==> config.mk <==
export PLATFORM = sky130hd
export DESIGN_NAME = ddr3_write_axi_bridge_flat
export DESIGN_NICKNAME = d
export VERILOG_FILES = /design/src/rtl/ddr3_write_axi_bridge_if.sv /design/src/rtl/ddr3_write_axi_bridge.sv /design/src/flat_wrapper.sv
export SDC_FILE = /design/constraint.sdc
export NUM_CORES = 1
export LEC_CHECK = 0
export ABC_AREA = 1
export CAP_MARGIN = 30
export CORE_AREA = 2 2 253 255
export DETAILED_ROUTE_END_ITERATION = 10
export DIE_AREA = 0 0 255 257
export SYNTH_ARGS = -nofsm -noshare
export SYNTH_HDL_FRONTEND = slang
export SYNTH_SLANG_ARGS = --single-unit
==> constraint.sdc <==
create_clock -name clk -period 2.7 [get_ports clk]
set_clock_uncertainty 0.1 [all_clocks]
set_input_delay 0.405 -clock clk [delete_from_list [all_inputs] [get_ports clk]]
set_output_delay 0.405 -clock clk [all_outputs]
set_load 0.02 [all_outputs]
==> src/rtl/ddr3_write_axi_bridge_if.sv <==
// rtl/ddr3_write_axi_bridge_if.sv - upstream write request and DDR3 IP write-channel bundle
interface ddr3_write_axi_bridge_if;
    logic         ddr_init_done;

    logic [27:0]  WRITE_ADDR;
    logic [3:0]   WRITE_LEN;
    logic         WRITE_ADDR_VALID;
    logic         WRITE_ADDR_READY;
    logic [255:0] WRITE_DATA;
    logic [31:0]  WRITE_STRB;
    logic         WRITE_DATA_READY;
    logic         WRITE_DATA_LAST;

    logic [27:0]  axi_awaddr;
    logic [3:0]   axi_awlen;
    logic         axi_awuser_ap;
    logic [3:0]   axi_awuser_id;
    logic         axi_awvalid;
    logic         axi_awready;
    logic [255:0] axi_wdata;
    logic [31:0]  axi_wstrb;
    logic         axi_wready;
    logic         axi_wusero_last;

    logic         busy;
    logic         err;

    // bridge side
    modport master (
        input  ddr_init_done,
        input  WRITE_ADDR, WRITE_LEN, WRITE_ADDR_VALID, WRITE_DATA, WRITE_STRB,
        output WRITE_ADDR_READY, WRITE_DATA_READY, WRITE_DATA_LAST,
        output axi_awaddr, axi_awlen, axi_awuser_ap, axi_awuser_id, axi_awvalid,
        input  axi_awready,
        output axi_wdata, axi_wstrb,
        input  axi_wready, axi_wusero_last,
        output busy, err
    );

    // upstream FIFO and DDR3 IP side
    modport slave (
        output ddr_init_done,
        output WRITE_ADDR, WRITE_LEN, WRITE_ADDR_VALID, WRITE_DATA, WRITE_STRB,
        input  WRITE_ADDR_READY, WRITE_DATA_READY, WRITE_DATA_LAST,
        input  axi_awaddr, axi_awlen, axi_awuser_ap, axi_awuser_id, axi_awvalid,
        output axi_awready,
        input  axi_wdata, axi_wstrb,
        output axi_wready, axi_wusero_last,
        input  busy, err
    );
endinterface

==> src/rtl/ddr3_write_axi_bridge.sv <==
// rtl/ddr3_write_axi_bridge.sv - upstream burst write requests to DDR3 IP AXI-style write channel
module ddr3_write_axi_bridge #(
    parameter logic       AP      = 1'b0,
    parameter logic [3:0] ID      = 4'd0,
    parameter int         TIMEOUT = 1023
) (
    input  logic                    clk,
    input  logic                    rst,
    ddr3_write_axi_bridge_if.master bus
);

    localparam logic [1:0] S_IDLE = 2'd0;
    localparam logic [1:0] S_ADDR = 2'd1;
    localparam logic [1:0] S_DATA = 2'd2;

    localparam int WDW = (TIMEOUT < 2) ? 1 : $clog2(TIMEOUT + 1);
    localparam logic [WDW-1:0] WD_MAX = WDW'(TIMEOUT);
    localparam logic [WDW-1:0] WD_ERR = WDW'(TIMEOUT - 1);

    logic [1:0]     state;
    logic [27:0]    cmd_addr;
    logic [3:0]     cmd_len;
    logic [3:0]     beat_cnt;
    logic [WDW-1:0] wdog;
    logic           err_q;

    logic addr_ready;
    logic addr_fire;
    logic aw_fire;
    logic beat_fire;
    logic final_beat;
    logic progress;

    assign addr_ready = !rst && (state == S_IDLE) && bus.ddr_init_done;
    assign addr_fire  = addr_ready && bus.WRITE_ADDR_VALID;
    assign aw_fire    = (state == S_ADDR) && bus.axi_awready;
    assign beat_fire  = (state == S_DATA) && bus.axi_wready;
    assign final_beat = beat_fire && (beat_cnt == cmd_len);
    // every state change and every accepted beat counts as forward progress
    assign progress   = addr_fire || aw_fire || beat_fire;

    always_ff @(posedge clk) begin
        if (rst) begin
            state    <= S_IDLE;
            cmd_addr <= 28'd0;
            cmd_len  <= 4'd0;
            beat_cnt <= 4'd0;
            wdog     <= '0;
            err_q    <= 1'b0;
        end else begin
            case (state)
                S_IDLE: begin
                    if (addr_fire) begin
                        cmd_addr <= bus.WRITE_ADDR;
                        cmd_len  <= bus.WRITE_LEN;
                        beat_cnt <= 4'd0;
                        state    <= S_ADDR;
                    end
                end
                S_ADDR: begin
                    if (aw_fire) begin
                        state <= S_DATA;
                    end
                end
                S_DATA: begin
                    if (beat_fire) begin
                        beat_cnt <= beat_cnt + 4'd1;
                        if (final_beat) begin
                            state <= S_IDLE;
                        end
                    end
                end
                default: state <= S_IDLE;
            endcase

            if ((state == S_IDLE) || progress) begin
                wdog <= '0;
            end else if (wdog != WD_MAX) begin
                wdog <= wdog + 1'b1;
            end

            // the IP's own last flag must agree with our beat count; burst completion ignores it
            if (beat_fire && (bus.axi_wusero_last != (beat_cnt == cmd_len))) begin
                err_q <= 1'b1;
            end
            if ((state != S_IDLE) && !progress && (wdog == WD_ERR)) begin
                err_q <= 1'b1;
            end
        end
    end

    assign bus.WRITE_ADDR_READY = addr_ready;
    assign bus.WRITE_DATA_READY = beat_fire;
    assign bus.WRITE_DATA_LAST  = final_beat;

    assign bus.axi_awaddr    = cmd_addr;
    assign bus.axi_awlen     = cmd_len;
    assign bus.axi_awuser_ap = AP;
    assign bus.axi_awuser_id = ID;
    assign bus.axi_awvalid   = (state == S_ADDR);

    // the IP has no wvalid; it only samples data on its own wready during a burst
    assign bus.axi_wdata = bus.WRITE_DATA;
    assign bus.axi_wstrb = bus.WRITE_STRB;

    assign bus.busy = (state != S_IDLE);
    assign bus.err  = err_q;

endmodule
==> src/flat_wrapper.sv <==
// flat-port wrapper written by rule: the top's interface ports become plain ports
module ddr3_write_axi_bridge_flat 
#(
    parameter logic       AP      = 1'b0,
    parameter logic [3:0] ID      = 4'd0,
    parameter int         TIMEOUT = 1023
)
  (clk, rst, bus_ddr_init_done, bus_WRITE_ADDR, bus_WRITE_LEN, bus_WRITE_ADDR_VALID, bus_WRITE_DATA, bus_WRITE_STRB, bus_WRITE_ADDR_READY, bus_WRITE_DATA_READY, bus_WRITE_DATA_LAST, bus_axi_awaddr, bus_axi_awlen, bus_axi_awuser_ap, bus_axi_awuser_id, bus_axi_awvalid, bus_axi_awready, bus_axi_wdata, bus_axi_wstrb, bus_axi_wready, bus_axi_wusero_last, bus_busy, bus_err);
  ddr3_write_axi_bridge_if bus_i ();
  input  logic clk;
  input  logic rst;
  input wire logic [$bits(bus_i.ddr_init_done)-1:0] bus_ddr_init_done;
  input wire logic [$bits(bus_i.WRITE_ADDR)-1:0] bus_WRITE_ADDR;
  input wire logic [$bits(bus_i.WRITE_LEN)-1:0] bus_WRITE_LEN;
  input wire logic [$bits(bus_i.WRITE_ADDR_VALID)-1:0] bus_WRITE_ADDR_VALID;
  input wire logic [$bits(bus_i.WRITE_DATA)-1:0] bus_WRITE_DATA;
  input wire logic [$bits(bus_i.WRITE_STRB)-1:0] bus_WRITE_STRB;
  output wire logic [$bits(bus_i.WRITE_ADDR_READY)-1:0] bus_WRITE_ADDR_READY;
  output wire logic [$bits(bus_i.WRITE_DATA_READY)-1:0] bus_WRITE_DATA_READY;
  output wire logic [$bits(bus_i.WRITE_DATA_LAST)-1:0] bus_WRITE_DATA_LAST;
  output wire logic [$bits(bus_i.axi_awaddr)-1:0] bus_axi_awaddr;
  output wire logic [$bits(bus_i.axi_awlen)-1:0] bus_axi_awlen;
  output wire logic [$bits(bus_i.axi_awuser_ap)-1:0] bus_axi_awuser_ap;
  output wire logic [$bits(bus_i.axi_awuser_id)-1:0] bus_axi_awuser_id;
  output wire logic [$bits(bus_i.axi_awvalid)-1:0] bus_axi_awvalid;
  input wire logic [$bits(bus_i.axi_awready)-1:0] bus_axi_awready;
  output wire logic [$bits(bus_i.axi_wdata)-1:0] bus_axi_wdata;
  output wire logic [$bits(bus_i.axi_wstrb)-1:0] bus_axi_wstrb;
  input wire logic [$bits(bus_i.axi_wready)-1:0] bus_axi_wready;
  input wire logic [$bits(bus_i.axi_wusero_last)-1:0] bus_axi_wusero_last;
  output wire logic [$bits(bus_i.busy)-1:0] bus_busy;
  output wire logic [$bits(bus_i.err)-1:0] bus_err;
  assign bus_i.ddr_init_done = bus_ddr_init_done;
  assign bus_i.WRITE_ADDR = bus_WRITE_ADDR;
  assign bus_i.WRITE_LEN = bus_WRITE_LEN;
  assign bus_i.WRITE_ADDR_VALID = bus_WRITE_ADDR_VALID;
  assign bus_i.WRITE_DATA = bus_WRITE_DATA;
  assign bus_i.WRITE_STRB = bus_WRITE_STRB;
  assign bus_WRITE_ADDR_READY = bus_i.WRITE_ADDR_READY;
  assign bus_WRITE_DATA_READY = bus_i.WRITE_DATA_READY;
  assign bus_WRITE_DATA_LAST = bus_i.WRITE_DATA_LAST;
  assign bus_axi_awaddr = bus_i.axi_awaddr;
  assign bus_axi_awlen = bus_i.axi_awlen;
  assign bus_axi_awuser_ap = bus_i.axi_awuser_ap;
  assign bus_axi_awuser_id = bus_i.axi_awuser_id;
  assign bus_axi_awvalid = bus_i.axi_awvalid;
  assign bus_i.axi_awready = bus_axi_awready;
  assign bus_axi_wdata = bus_i.axi_wdata;
  assign bus_axi_wstrb = bus_i.axi_wstrb;
  assign bus_i.axi_wready = bus_axi_wready;
  assign bus_i.axi_wusero_last = bus_axi_wusero_last;
  assign bus_busy = bus_i.busy;
  assign bus_err = bus_i.err;
  ddr3_write_axi_bridge #(.AP(AP), .ID(ID), .TIMEOUT(TIMEOUT)) u_core (.clk(clk), .rst(rst), .bus(bus_i));
endmodule
==> impl.org, run 1 <==
** Power and ir drop
- Cell internal power was estimated by the tool at 1.31 mW.
- Leak Pwr :: 1.20 nW
- Of the total power, registers draw 0.425.
- Proportion of total power due to net switching :: 0.269
- Power density over cell area :: 434 mW/mm2
- Summed over all nets, the switching power comes to 0.484 mW.
- Of the total power, combinational logic draws 0.142.
- Worst VDD drop :: 0.204 mV
- Share of total power in the clock network :: 0.433

** Worst setup path
- Critical-path top delay cell :: clkdlybuf4s50_1
- Delay of the slowest cell on the worst path :: 0.61 ns
- Required time of the critical path :: 2.19 ns
- Critical path launch point type :: flip-flop
- Cell-by-cell trace of the critical path :: inv_1 > nand2_1 > nand2_1 > nor2_1 > nand2_1 > nor2_1 > clkdlybuf4s50_1
- R2R depth :: 8
- CP Capture Type :: output port
- STA puts the critical path data arrival time at 1.87 ns.
- On the critical path the largest part of the delay comes from buffers and inverters.
- The cell that appears most often on the critical path is nand2_1.
- The worst setup path is of the flip-flop to output port kind.
- Buf+Inv Stages, Crit Path :: 2
- Largest driver fanout on the critical path :: 3
- Worst path depth :: 7

** Clock tree
- Clk root buf :: clkbuf_16
- Clock latency on the worst-skew pair :: 0.31 ns
- Clock-pin slew was measured on the worst setup and hold paths at 0.08 ns.
- The clock passes through at most 2 buffers.
- Number of setup buffers added after CTS :: 0
- The H-tree was split into 2 levels.
- TritonCTS built the clock tree.
- # clock sinks :: 49
- Number of buffers created by CTS :: 5
- Post-cts hold buffer count :: 0
- Quantity of gates resized following cts :: 0

** Synth
- The share of synthesized area in the top cell type comes to 0.501.
- A synthesized cell averages 7.56 um2.
- During synthesis, Yosys emitted a total of 0 warnings.
- Synthesis inferred 49 register bits.
- Most frequent cell after synthesis :: buf_4
- Leading post-synthesis cells by instance count :: buf_4 (293), inv_1 (54), dfxtp_1 (49)
- The synthesized design spends more area on one cell type than any other, namely buf_4.
- Most used flip-flop cell after synthesis :: dfxtp_1
- For this run, the register share of the synthesized area comes to 0.223.
- Syn Std Cell Area :: 0.00439 mm2
- Fraction of synthesis flops using an asynchronous set or reset pin :: 0
- Ranked by total cell area, the synthesized netlist is headed by buf_4 (50%), dfxtp_1 (22%), a21oi_1 (5.2%).
- Distinct cell type count after synthesis :: 28
- Number of synthesized flops with an enable pin :: 0
- Synthesis produced a netlist whose cell count is 581.

** STA
- For the pin with the worst max-slew slack, the measured transition is 0.559 ns.
- Worst max-slew margin expressed relative to the limit :: 0.626
- Counting I/O delays and the setup requirement, the final critical path takes 2.38 ns.
- Total count of max-transition violations in the final report :: 0
- The count of final hold-check violations came to 0.
- Ratio of final minimum period to clock period :: 0.880
- In the post-route analysis, the smallest setup slack over all paths is 0.323 ns.
- Summed over all failing endpoints, the final setup total negative slack is 0 ns.
- Static timing analysis puts the maximum clock frequency at 421 MHz.
- Setup violations remaining at the end of the flow were counted as 0.
- Unrepaired setup endpoints after global routing :: no

** Routing
- After detailed routing, the number of remaining DRC violations is 0.
- In the final routed layout, each cell accounts on average for 15.1 um.
- Number of nets with antenna violations after routing :: 0
- First-pass detailed-route iteration total :: 4
- Count of vias placed by the detailed router :: 2542
- In the routed layout, each cell is associated on average with a via count of 2.09.
- The final layout contains routed wiring with a total length of 18.3 mm.
- Number of violations reported at the end of detailed-routing iteration 0 :: 67

** Layout
- The filler cells instantiated in the layout total 7413.
- After the last flow step, the layout net total stands at 697.
- Layout area overhead :: -5.72%
- Fraction of final layout cells with drive strength greater than 1 :: 0.0842

** Placement
- During placement, the flow inserted port buffers numbering 76.
- The wire-length estimate of the detail-placed layout is 15.2 mm.
- Placer congestion estimate :: 0.615
- OpenSTA, run right after detailed placement, puts the worst setup slack at 0.458 ns.

** Job
- Max-cap violations in this run came to 0.

** Status
- Outcome :: finished clean

** Die
- Std-Cell Core Area :: 0.0627 mm2
- Measured along the x axis, the die boundary spans 255 um.
- Number of top-level design ports :: 658
- Row generation in the floorplan step produced 92 rows.
- Initial core utilization :: 0.0700
- Die Outline Area :: 0.0655 mm2
- In this run the vertical extent of the chip is 257 um.

** GRT
- Maximum number of pins on one net before global-route repair :: 57
- Total track usage :: 0.0532
- Antenna violations before repair :: 1
- The via count of the first global-routing pass is 2456.
- The first global-routing pass estimated 22.1 mm of wire.
- GR Overflow Total :: 0

** Min path
- Worst hold path cell count :: 2
- Hold crit path type :: flip-flop to flip-flop
-- placed cells by master (no fill, tap or decap), types with 2 or more instances in the layout --
cell	n
nor3_1	4
o21ai_0	38
clkbuf_16	5
nand2_2	5
nor2_2	3
a21oi_1	46
nor2_4	6
or2_1	2
conb_1	5
nand3_1	7
nand2_1	36
buf_4	2
clkdlybuf4s50_1	76
xnor2_1	2
inv_1	54
nor2_1	11
inv_2	3
dfxtp_1	49
ha_1	3
-- through the flow --
step | hold slack, ns | total power, mW | std cells | cell area [um2] | utilization
floorplan | 0.359 | 1.53 | 585 | 4410 | -
global placement | 0.333 | 1.04 | 1206 | 3970 | 0.0633
detailed placement | 0.335 | 1.04 | 1206 | 3970 | 0.0633
CTS | 0.347 | 1.88 | 1214 | 4140 | 0.0660
global route | 0.367 | 1.93 | 1214 | 4140 | 0.0660
finish | 0.346 | 1.80 | 1215 | 4140 | 0.0660
-- logic make-up after synthesis --
logic type	synth area share
AOI/OAI and AO/OA	0.102
adders and majority gates	0.00854
buffers and inverters	0.570
xor gates and xnor gates	0.00399
and+or+nand+nor	0.0917
other	0.000853
DFF	0.223
-- final cells by class --
cell class | instances | area (um2) | share of cell area
clock inverter | 2 | 38.8 | 0.00936
tap | 846 | 1060 | 0.256
timing repair buffer | 79 | 796 | 0.192
inverter | 57 | 214 | 0.0516
sequential | 49 | 981 | 0.237
clock buffer | 6 | 129 | 0.0311
multi-input combinational | 175 | 923 | 0.223
antenna | 1 | 2.50 | 0.000604
-- power by group through the flow --
stage | registers [mW] | clock network [mW] | logic [mW]
CTS | 0.765 | 0.852 | 0.261
global route | 0.769 | 0.876 | 0.283
finish | 0.764 | 0.778 | 0.255
floorplan | 0.812 | 0 | 0.715
detailed placement | 0.781 | 0 | 0.260
global placement | 0.781 | 0 | 0.260
-- worst register-to-register path: cells and delay by family (launching register included) --
family / cells / cell delay [ns]
and+or+nand+nor: 4 / 0.49
buffers and inverters: 2 / 0.15
adders and majority gates: 1 / 0.26
DFF: 1 / 0.39
AOI/OAI and AO/OA: 1 / 0.04
-- final timing paths --
kind | startpoint | end | slack (ns)
worst max-delay path | u_core.beat_cnt[2]$_SDFFE_PP0P_ | bus_WRITE_DATA_LAST | 0.32
worst min register to register | u_core.bus.axi_awaddr[11]$_SDFFE_PP0P_ | u_core.bus.axi_awaddr[11]$_SDFFE_PP0P_ | 0.35
worst max register to register | u_core.wdog[1]$_SDFFE_PP0P_ | u_core.wdog[1]$_SDFFE_PP0P_ | 1.15
worst min-delay path | u_core.bus.axi_awaddr[11]$_SDFFE_PP0P_ | u_core.bus.axi_awaddr[11]$_SDFFE_PP0P_ | 0.35
-- state kept, by name, indices dropped and copies added, names as in the netlist --
signal                 count
u_core.state               2
u_core.bus.axi_awlen       4
u_core.wdog               10
u_core.bus.axi_awaddr     28
u_core.beat_cnt            4
u_core.bus.err             1
-- per-layer routing --
metal | track usage | wire length, um | vias up
li1 | - | - | 1063
met1 | 0.0399 | 5090 | 1011
met2 | 0.0670 | 6620 | 296
met3 | 0.0600 | 4550 | 172
met4 | 0.0596 | 2060 | 0
met5 | 0 | 0 | -
Power figures use the tool's default switching activity.
==> run 2: changes to the inputs <==
==> constraint.sdc (replaced) <==
create_clock -name clk -period 2.7 [get_ports clk]
set_clock_uncertainty 0.1 [all_clocks]
set_input_delay 0.405 -clock clk [delete_from_list [all_inputs] [get_ports clk]]
set_output_delay 0.405 -clock clk [all_outputs]
set_load 0.01 [all_outputs]
==> impl.org, run 2 (synthesized netlist as in run 1, its figures left out) <==
** Status
- The run finished with clean final reports.

** Clock tree
- Clk root buf :: clkbuf_16
- The number of buffers created by CTS is 5 (unchanged).
- Clock transition at the register clock pins on the worst setup and hold paths after CTS :: 0.08 ns (about the same)
- The hold buffer count at CTS is 0 (unchanged).
- Depth of the CTS H-tree :: 2 (unchanged)
- The TritonCTS sink count came to 49 (unchanged).
- TritonCTS built the clock tree.
- Quantity of gates resized following cts :: 0 (unchanged)
- The clock latency at the later pin of the worst-skew pair came to 0.32 ns (about the same).
- Number of setup buffers added after CTS :: 0 (unchanged)
- The maximum buffer depth of the clock tree came to 2 (unchanged).

** GRT
- Total track usage :: 0.0525 (-0.000742)
- Antenna violations before repair :: 2 (+1)
- The overflow left after global routing was 0 (unchanged).
- Wire length of the first global-routing pass :: 21.7 mm (-1.9%)
- The pin count of the biggest net entering global routing came to 57 (unchanged).
- Via count of the first global-routing pass :: 2514 (+2.4%)

** Placement
- The placement-stage cell area was 0.00399 mm2 (+0.31%).
- The final estimated routing congestion in global placement came to 0.645 (+4.9%).
- The number of buffers inserted by port buffering is 76 (unchanged).
- The half-perimeter wire length after placement was 15.2 mm (about the same).
- Setup Slack @ Placement :: 0.413 ns (-0.0451 ns)

** Worst setup path
- Critical path launch point type :: flip-flop
- Arrival time worst endpoint :: 1.81 ns (-0.06 ns)
- The critical path required time came to 2.19 ns (about the same).
- STA classifies the critical path endpoint as an output port.
- By startpoint and endpoint, the worst setup path is classified as flip-flop to output port.
- The cell count of the worst reg-to-reg path was 8 (unchanged).
- Largest driver fanout on the critical path :: 3 (unchanged)

** Job
- Max-cap viol count :: 0 (unchanged)

** STA
- The number of endpoints failing setup at the final stage came to 0 (unchanged).
- The count of final hold-check violations is 0 (unchanged).
- F_max :: 431 MHz (+2.5%)
- Unrepaired setup endpoints after global routing :: no
- Post-layout min period :: 2.32 ns (-0.0588 ns)
- The final count of pins violating max slew was 0 (unchanged).
- The final setup TNS is 0 ns (unchanged).
- Ratio of final minimum period to clock period :: 0.859 (-0.0218)
- The setup slack of the critical path after layout came to 0.382 ns (+0.0588 ns).

** Routing
- Routed wirelength normalized by instance count :: 15.0 um (-0.54%)
- Drc violations :: 0 (unchanged)
- Detailed Route WL :: 18.2 mm (-0.46%)
- Number of violations reported at the end of detailed-routing iteration 0 :: 105 (+57%)
- First-pass detailed-route iteration total :: 4 (unchanged)
- The via count was 2587 (+1.8%).
- The final antenna-violating net count is 0 (unchanged).
- Number of vias per cell :: 2.13 (+1.7%)

** Power and ir drop
- Worst VDD drop :: 0.219 mV (+7.7%)
- Power density over cell area :: 431 mW/mm2 (-0.78%)
- Leak Pwr :: 1.21 nW (+0.64%)

** Layout
- Fill cell count :: 7430 (+0.23%)
- The layout cell share with drive strength beyond 1 was 0.0842 (unchanged).
- Leaving out fill and tap cells, the most frequent cell in the layout is clkdlybuf4s50_1.
- In the layout the commonest cells are clkdlybuf4s50_1 (76), inv_1 (54), dfxtp_1 (49).
- Total Nets Final :: 697 (unchanged)
- Flip-flop count of the largest register after layout :: 28 (unchanged)
- Final Cell Area :: 0.00416 mm2 (+0.48%)
- The area growth from synthesis to layout is -5.27%.

** Die
- Die Outline Area :: 0.0655 mm2 (unchanged)
- DIE WIDTH :: 255 um (unchanged)
- Site row count :: 92 (unchanged)
- The number of primary I/O pins is 658 (unchanged).
- Initial core utilization :: 0.0700 (unchanged)
- Die span in y :: 257 um (unchanged)
- The area of the core region was 0.0627 mm2 (unchanged).

** Min path
- Worst hold path cell count :: 2 (unchanged)
- Hold crit path type :: flip-flop to flip-flop
run 2: cell types whose count changed in the layout (fill, tap and decap cells not counted), sizes merged:
cell / before / now
clkinv: 1 / 0
clkbuf: 6 / 7
diode: 1 / 2
run 2: layout make-up:
type	instances	area, um2	share of cell area
antenna	2	5.00	0.00120
clock buffer	7	143	0.0343
clock inverter	1	30.0	0.00721
inverter	57	214	0.0514
multi-input combinational	175	923	0.222
sequential	49	981	0.236
tap	846	1060	0.254
timing repair buffer	79	808	0.194
run 2: critical path, stage by stage, from the launching register on:
cell and delay (ns):
dfxtp_1 0.36, inv_1 0.08, nand2_1 0.06, nand2_1 0.04
nor2_1 0.18, nand2_1 0.13, nor2_1 0.10, clkdlybuf4s50_1 0.54
run 2: worst paths after layout:
kind | start | end | slack (ns)
max | u_core.beat_cnt[2]$_SDFFE_PP0P_ | bus_WRITE_DATA_LAST | 0.38
max reg2reg | u_core.wdog[1]$_SDFFE_PP0P_ | u_core.wdog[1]$_SDFFE_PP0P_ | 1.14
min | u_core.bus.axi_awaddr[1]$_SDFFE_PP0P_ | u_core.bus.axi_awaddr[1]$_SDFFE_PP0P_ | 0.34
min reg2reg | u_core.bus.axi_awaddr[1]$_SDFFE_PP0P_ | u_core.bus.axi_awaddr[1]$_SDFFE_PP0P_ | 0.34
run 2: power breakdown:
group	leakage, nW	internal, mW	switching, mW
clock	0.0841	0.465	0.330
sequential	0.399	0.750	0.0153
combinational	0.726	0.124	0.108
total	1.21	1.34	0.453
run 2: metal layers:
metal,wire length (um),track usage,vias to the layer above,share of wire
met5,0,0,-,0
met4,1890,0.0557,0,0.10
met3,4060,0.0516,173,0.22
met2,6760,0.0676,318,0.37
met1,5520,0.0438,1030,0.30
li1,-,-,1066,-
run 2: per-stage QoR:
stage / power (mW) / hold WS [ns] / utilization / cells
after floorplan: 1.32 / 0.359 / - / 585
after global placement: 1.02 / 0.330 / 0.0635 / 1206
after detailed placement: 1.02 / 0.334 / 0.0635 / 1206
after CTS: 1.88 / 0.348 / 0.0663 / 1214
after global routing: 1.92 / 0.361 / 0.0663 / 1214
final: 1.79 / 0.343 / 0.0664 / 1216
==> run 3: changes to the inputs <==
--- a/config.mk
+++ b/config.mk
@@ -8,6 +8,7 @@
 export ABC_AREA = 1
 export CAP_MARGIN = 30
 export CORE_AREA = 2 2 253 255
+export CTS_CLUSTER_SIZE = 24
 export DETAILED_ROUTE_END_ITERATION = 10
 export DIE_AREA = 0 0 255 257
 export SYNTH_ARGS = -nofsm -noshare
==> results of run 3 <==
Final layout, timing and power as in run 2 (identical DEF).
